`src/rtl/mmio_responder_pkg.sv`:
```
// Register map, control-bit positions and reset values for the MMIO responder window.
// Also provides the window-decode helper shared by the top level.
package mmio_responder_pkg;

  localparam logic [3:0] OffLed0     = 4'h0;
  localparam logic [3:0] OffLed1     = 4'h1;
  localparam logic [3:0] OffLed2     = 4'h2;
  localparam logic [3:0] OffLed3     = 4'h3;
  localparam logic [3:0] OffTmrLo    = 4'h4;
  localparam logic [3:0] OffTmrHi    = 4'h5;
  localparam logic [3:0] OffPrescale = 4'h6;
  localparam logic [3:0] OffTmrCtrl  = 4'h7;
  localparam logic [3:0] OffBtnState = 4'h8;
  localparam logic [3:0] OffBtnEvt   = 4'h9;
  localparam logic [3:0] OffScratch  = 4'hA;

  localparam int unsigned CtrlEnBit  = 0;
  localparam int unsigned CtrlClrBit = 1;

  localparam logic [7:0] LedRst      = 8'h00;
  localparam logic [7:0] PrescaleRst = 8'h00;
  localparam logic [7:0] TmrCtrlRst  = 8'h01;
  localparam logic [7:0] ScratchRst  = 8'h00;

  function automatic logic in_window(input logic [7:0] a, input logic [7:0] base);
    return a[7:4] == base[7:4];
  endfunction

endpackage

```
`src/rtl/btn_sync.sv`:
```
// Multi-stage synchroniser for asynchronous button inputs with a rising-edge detector.
module btn_sync #(
  parameter int unsigned WIDTH  = 4,
  parameter int unsigned STAGES = 2
) (
  input  logic             clk,
  input  logic             rst,
  input  logic [WIDTH-1:0] d,
  output logic [WIDTH-1:0] q,
  output logic [WIDTH-1:0] rise
);

  logic [STAGES-1:0][WIDTH-1:0] sync_q;
  logic [WIDTH-1:0]             prev_q;

  always_ff @(posedge clk) begin
    if (rst) begin
      sync_q <= '0;
      prev_q <= '0;
    end else begin
      sync_q <= {sync_q[STAGES-2:0], d};
      prev_q <= sync_q[STAGES-1];
    end
  end

  always_comb begin
    q    = sync_q[STAGES-1];
    rise = q & ~prev_q;
  end

endmodule

```
`src/rtl/mmio_responder.sv`:
```
// 16-byte MMIO window: LED registers, prescaled 16-bit timer with HI shadow, button
// levels/events and a scratch register. Read timing matches the block RAM.
module mmio_responder
  import mmio_responder_pkg::*;
#(
  parameter logic [7:0]  BASE_ADDR   = 8'hF0,
  parameter int unsigned NUM_BTN     = 4,
  parameter int unsigned SYNC_STAGES = 2
) (
  input  logic               clk,
  input  logic               rst,
  input  logic [7:0]         addr,
  input  logic               wr_enable,
  input  logic [7:0]         wdata,
  output logic [7:0]         rdata,
  output logic               hit,
  output logic [7:0]         leds1,
  output logic [7:0]         leds2,
  output logic [7:0]         leds3,
  output logic [7:0]         leds4,
  input  logic [NUM_BTN-1:0] btn
);

  logic [3:0][7:0]     led_q;
  logic [7:0]          prescale_q;
  logic                en_q;
  logic [7:0]          pc_q, pc_d;
  logic [15:0]         tmr_q, tmr_d;
  logic [7:0]          hi_q;
  logic [7:0]          scratch_q;
  logic [NUM_BTN-1:0]  evt_q, evt_d;
  logic [7:0]          rdata_q, rdata_d;
  logic                hit_q;

  logic                in_win, wr, rd_lo, clr, tick;
  logic [3:0]          off;
  logic [7:0]          rd_val;
  logic [NUM_BTN-1:0]  btn_lvl, btn_rise, w1c;

  btn_sync #(
    .WIDTH  (NUM_BTN),
    .STAGES (SYNC_STAGES)
  ) u_btn_sync (
    .clk  (clk),
    .rst  (rst),
    .d    (btn),
    .q    (btn_lvl),
    .rise (btn_rise)
  );

  always_comb begin
    in_win = in_window(addr, BASE_ADDR);
    off    = addr[3:0];
    wr     = in_win && wr_enable;
    rd_lo  = in_win && !wr_enable && (off == OffTmrLo);
    clr    = wr && (off == OffTmrCtrl) && wdata[CtrlClrBit];
    w1c    = (wr && (off == OffBtnEvt)) ? wdata[NUM_BTN-1:0] : '0;
    // A newly detected edge wins over a simultaneous write-one-to-clear.
    evt_d  = (evt_q & ~w1c) | btn_rise;
  end

  // Timer next state: clear beats prescale reload, which beats normal counting.
  always_comb begin
    pc_d  = pc_q;
    tmr_d = tmr_q;
    tick  = en_q && (pc_q == prescale_q);
    if (en_q) begin
      if (tick) begin
        pc_d  = 8'd0;
        tmr_d = tmr_q + 16'd1;
      end else begin
        pc_d  = pc_q + 8'd1;
      end
    end
    if (wr && (off == OffPrescale)) begin
      pc_d = 8'd0;
    end
    if (clr) begin
      pc_d  = 8'd0;
      tmr_d = 16'd0;
    end
  end

  always_comb begin
    rd_val = 8'h00;
    case (off)
      OffLed0:     rd_val = led_q[0];
      OffLed1:     rd_val = led_q[1];
      OffLed2:     rd_val = led_q[2];
      OffLed3:     rd_val = led_q[3];
      OffTmrLo:    rd_val = tmr_q[7:0];
      OffTmrHi:    rd_val = hi_q;
      OffPrescale: rd_val = prescale_q;
      OffTmrCtrl:  rd_val[CtrlEnBit] = en_q;
      OffBtnState: rd_val[NUM_BTN-1:0] = btn_lvl;
      OffBtnEvt:   rd_val[NUM_BTN-1:0] = evt_q;
      OffScratch:  rd_val = scratch_q;
      default:     rd_val = 8'h00;
    endcase
    rdata_d = (in_win && !wr_enable) ? rd_val : 8'h00;
  end

  always_ff @(posedge clk) begin
    if (rst) begin
      led_q      <= {4{LedRst}};
      prescale_q <= PrescaleRst;
      en_q       <= TmrCtrlRst[CtrlEnBit];
      pc_q       <= 8'd0;
      tmr_q      <= 16'd0;
      hi_q       <= 8'h00;
      scratch_q  <= ScratchRst;
      evt_q      <= '0;
      rdata_q    <= 8'h00;
      hit_q      <= 1'b0;
    end else begin
      hit_q   <= in_win;
      rdata_q <= rdata_d;
      pc_q    <= pc_d;
      tmr_q   <= tmr_d;
      evt_q   <= evt_d;
      if (rd_lo) begin
        hi_q <= tmr_q[15:8];
      end
      if (wr) begin
        case (off)
          OffLed0:     led_q[0]   <= wdata;
          OffLed1:     led_q[1]   <= wdata;
          OffLed2:     led_q[2]   <= wdata;
          OffLed3:     led_q[3]   <= wdata;
          OffPrescale: prescale_q <= wdata;
          OffTmrCtrl:  en_q       <= wdata[CtrlEnBit];
          OffScratch:  scratch_q  <= wdata;
          default:     ;
        endcase
      end
    end
  end

  assign rdata = rdata_q;
  assign hit   = hit_q;
  assign leds1 = led_q[0];
  assign leds2 = led_q[1];
  assign leds3 = led_q[2];
  assign leds4 = led_q[3];

endmodule

```
`config.mk`:
```
export PLATFORM = sky130hd
export DESIGN_NAME = mmio_responder
export DESIGN_NICKNAME = d
export VERILOG_FILES = /design/src/rtl/mmio_responder_pkg.sv /design/src/rtl/btn_sync.sv /design/src/rtl/mmio_responder.sv
export SDC_FILE = /design/constraint.sdc
export NUM_CORES = 1
export LEC_CHECK = 0
export ABC_AREA = 1
export BUFFER_PORTS_ARGS = -buffer_cell sky130_fd_sc_hd__buf_2
export CAP_MARGIN = 25
export CORE_MARGIN = 10
export CORE_UTILIZATION = 54
export CTS_BUF_LIST = sky130_fd_sc_hd__clkbuf_4 sky130_fd_sc_hd__clkbuf_8
export CTS_CLUSTER_SIZE = 14
export DETAILED_ROUTE_END_ITERATION = 12
export PLACE_DENSITY = 0.78
export SYNTH_ARGS = -nofsm -noshare
export SYNTH_HDL_FRONTEND = slang
export SYNTH_HIERARCHICAL = 1
export SYNTH_SLANG_ARGS = --single-unit
```
`constraint.sdc`:
```
create_clock -name clk -period 1.3 [get_ports clk]
set_input_delay 0.13 -clock clk [delete_from_list [all_inputs] [get_ports clk]]
set_output_delay 0.13 -clock clk [all_outputs]
set_load 0.02 [all_outputs]
```
# Word-level counts from Yosys, hierarchy flattened
# Index checks and enable logic that the tools add are counted.
# Widths: inputs -> output; s select.
# classes
n_reduce_logical	21
n_addsub	2
n_bitwise	6
n_mux	5
eq_ne	12
# ops
cell	count
$pmux 4 s8	1
$pmux 3 s10	1
$add 16x1->16 const B	1
$eq 4x3->1 const B	4
$eq 4x4->1 const B	4
$reduce_and 2->1	8
$pmux 1 s11	1
$add 8x1->8 const B	1
$and 4x4->4	2
$eq 4x2->1 const B	2
$eq 8x8->1	1
$logic_and 1x1->1	8
$mux 8	1
$not 4->4	2
$eq 4x1->1 const B	1
$logic_not 4->1	1
$mux 4	1
$or 4x4->4	1
$reduce_or 2->1	2
$reduce_or 3->1	1
$logic_not 1->1	1
$not 1->1	1
# word_totals
output_inout_bits	41
word_cells	62
inputBits	23
register_bits	106

# Depth between registers and ports, before layout
# logic_depth
word_depth	7
mapped_depth	10
depth_no_buf	9

# By module
# The synthesis kept the hierarchy.
# by_module_without_submodules
mod	seq_area_each_um2	n_inst	cells_each	area_each_um2
mmio_responder	1881.8	1	666	4538.1
btn_sync	240.2	1	45	386.6

# Worst setup path before layout
# OpenSTA, ideal clock, no wires.
# synth_path
path_type	register to register
from	register tmr_q[0]
to	register tmr_q[8]
required_ns	1.230
setup_ns	0.070
path_stages_with_launch	8
slack_ns	-0.065
synth_period_minus_slack_ns	1.365
path_buffers	0
t_arrival_ns	1.295
cell_sequence	dfxtp_1 ha_1 nand2_1 nor2_1 nand2_1 xnor2_1 nand3_1 a21oi_1
# synth_between
elab_chain_cells	1
# synth_lines
item	line	rtl
from (decl)	mmio_responder.sv:28	logic [15:0] tmr_q, tmr_d;
from (signal assigned)	mmio_responder.sv:119	tmr_q <= tmr_d;
$add 16x1->16	mmio_responder.sv:70	tmr_d = tmr_q + 16'd1;
# Every way passes these cells.
# A chain may end at the register's enable or synchronous reset.

# Worst setup path in the final report
# layout_path
from	register pc_q[0]
to	register tmr_q[8]
# layout_between
elab_chain_cells	3
# layout_lines
item	line	rtl
from (decl)	mmio_responder.sv:27	logic [7:0] pc_q, pc_d;
from (signal assigned)	mmio_responder.sv:118	pc_q <= pc_d;
$eq 8x8->1	mmio_responder.sv:66	tick = en_q && (pc_q == prescale_q);
$logic_and 1x1->1	mmio_responder.sv:66	
$reduce_and 2->1 (no source line)	--	
# Every way passes these cells.

==> reports/metrics.yaml <==
hold_class: "in2reg"
finish.utilization: 0.7357
grt-ovfl-total: 0
clock_latency_ns: 0.37
drt_first_iter_violations: 364
skew_ns: 0.01411
fmax_mhz: 714.1
die-area_um2: 13340
worstSetupStartpointType: "register"
worstPathRequired_ns: 1.60
synth_area_leaders: "dfxtp_1 (43%), nand2_1 (12%), a21oi_1 (7.5%), o21ai_0 (7.2%), nor2_1 (6.9%)"
diodes: 0
status: "finished with violations"
max-cap-violations: 0
tightest_slew_ns: 0.5002
viasPerCell: 5.567
die_h_um: 115.5
r2r-end: "tmr_q[8]"
routed_wirelength_um: 15390
final_cells: 960
gp_congestion: 0.9490
violations: "negative setup slack"
cts_root_buffer: "clkbuf_8"
synthTopCellsByCount: "nand2_1 (158), dfxtp_1 (106), nor2_1 (90), inv_1 (87), a21oi_1 (74)"
detail-route-antenna-nets: 0
core_um2: 8806
dr.pass1.iters: 8
clock_sinks: 106
drive_above_1_share: 0.3204
core.rowCount: 34
clockBufferDepth: 2
die_x_um: 115.5
port_buffers: 63
cts_buffers: 9
r2r_slack_ns: -0.10
worstPathArrival_ns: 1.70
wire_per_inst_um: 16.03
rr_worst_depth: 9
place_area_um2: 5849
yosys_most_used_dff: "dfxtp_1"
grt_first_pass_wirelength_um: 24030
cp_max_fo: 8
area_growth_pct: 31.55
tns_ns: -1.213
yosysWarnings: 6
drc_errors: 0
grt_use_total: 0.2212
finalCriticalPeriod_ns: 1.400
setup_ws_ns: -0.1004
synth_async_sr_flop_share: 0
place_ws_ns: -0.1479
syn_inst: 711
cts_tree: "yes"
min_period_over_period: 1.077
hold_violations: 0
yosys.cell_types.count: 30
holdWs_ns: 0.08879
critPathCaptureType: "register"
hpwl_um: 10920
grt_max_degree: 35
total_power_mw: 6.092
finalSetupViolations: 22
yosysTopAreaCellShare: 0.4309
synth-edff-count: 0
grt_pass1_vias: 5101
yosysMostFrequentCell: "nand2_1"
ys_seq_area_frac: 0.4309
leakage_nw: 2.905
crit_path_end: "tmr_q[8]"
dp.cells: 935
critPathKind: "reg2reg"
htree_levels: 3
nNetsFinal: 872
powerDensity_nw_per_um2: 940.3
antenna_found_initial: 0
syn_area_um2: 4925
synth_area_leader_cell: "dfxtp_1"
start_util: 0.5592
ir_drop_mv: 0.7296
vias: 5344
synth_fp_nets: 736
finalInstanceArea_um2: 6479
slew_viol_final: 0
relSlewSlack: 0.6653
rsz0062_at_grt: "true"
startpoint: "pc_q[0]"
syn_area_per_cell_um2: 6.926
r2r_start: "pc_q[0]"
path_clk_slew_ns: 0.11
yosys_register_bits: 106
ios: 64
-- layout make-up --
cell class              count  area (um^2)
multi-input cells         490         2560
fillers                   697         2327
clock inverters             6        95.09
well taps                 108        135.1
flip-flops and latches    106         2161
clock buffers              10        137.6
repair buffers            146         1032
inverters                  94        357.8
-- what timing repair did --
action	4_1_cts	5_1_grt
pin swaps	1	43
gates resized for setup	24	87
setup buffers	1	2
endpoints found under the setup margin	24	25
hold endpoints to repair	4	0
gates cloned	0	2
hold buffers	4	0
-- power by group --
part	switching (mW)	total (mW)	internal [mW]
clock network	1.18	2.34	1.16
logic	0.274	0.450	0.176
registers	0.0252	3.30	3.27
-- routing by layer --
layer,track usage,up-vias,wire [um],part of all wire
li1,-,2556,-,-
met1,0.2606,2489,6249,0.41
met2,0.3841,246,7731,0.50
met3,0.05685,53,987,0.064
met4,0.07264,0,420,0.027
met5,0,-,0,0
-- logic make-up (layout without fill, tap and decap cells) --
family                     count (synthesis)  in the layout  synth area share
AOI/OAI and AO/OA                        160            160            0.1682
adders and majority gates                  2              2          0.005080
xor gates and xnor gates                  11             11           0.01956
and+or+nand+nor                          317            317            0.2782
buffers and inverters                    115            256           0.09807
DFF                                      106            106            0.4309
-- registers in the layout (all words and copies together), names as in the netlist --
| name | count |
|---|---|
| u_btn_sync/q | 4 |
| leds2 | 8 |
| tmr_q | 16 |
| en_q | 1 |
| pc_q | 8 |
| evt_q | 4 |
| u_btn_sync/sync_q | 4 |
| u_btn_sync/prev_q | 4 |
| leds1 | 8 |
| leds4 | 8 |
| prescale_q | 8 |
| leds3 | 8 |
| hi_q | 8 |
| rdata | 8 |
| scratch_q | 8 |
| hit | 1 |
-- worst min path at each step --
stage              from                    to  slack [ns]  cells past startpoint
2_1_floorplan       rst              evt_q[0]        0.20                      1
3_3_place_gp     btn[2]  u_btn_sync/sync_q[2]        0.33                      3
3_5_place_dp     btn[3]  u_btn_sync/sync_q[3]        0.34                      3
4_1_cts        wdata[4]              leds1[4]        0.08                      3
5_1_grt        wdata[6]              leds2[6]        0.09                      3
6_report       wdata[4]              leds1[4]        0.09                      3
-- critical path: stages, from the launching register on --
cell	delay (ns)
dfxtp_4	0.41
inv_4	0.06
nand2_4	0.06
nand2_2	0.06
nor2_2	0.11
nand2_2	0.09
nor2_4	0.16
clkbuf_16	0.18
nand3_1	0.06
a21oi_1	0.14
-- placed cells by master (no fill, tap or decap), types with 9 or more instances in the layout --
master,netlist,routed
a21oi_1,74,73
buf_2,5,63
buf_4,8,71
clkbuf_8,0,10
dfxtp_1,106,85
dfxtp_2,0,16
inv_1,87,73
inv_2,7,19
nand2_1,158,128
nand2_2,3,30
nand3_1,35,31
nand4_1,12,12
nor2_1,90,75
nor2_2,6,16
nor2_4,5,10
o21ai_0,71,70
o22ai_1,9,9
xor2_1,10,10
Note: power is estimated with default switching activity, not from simulation.
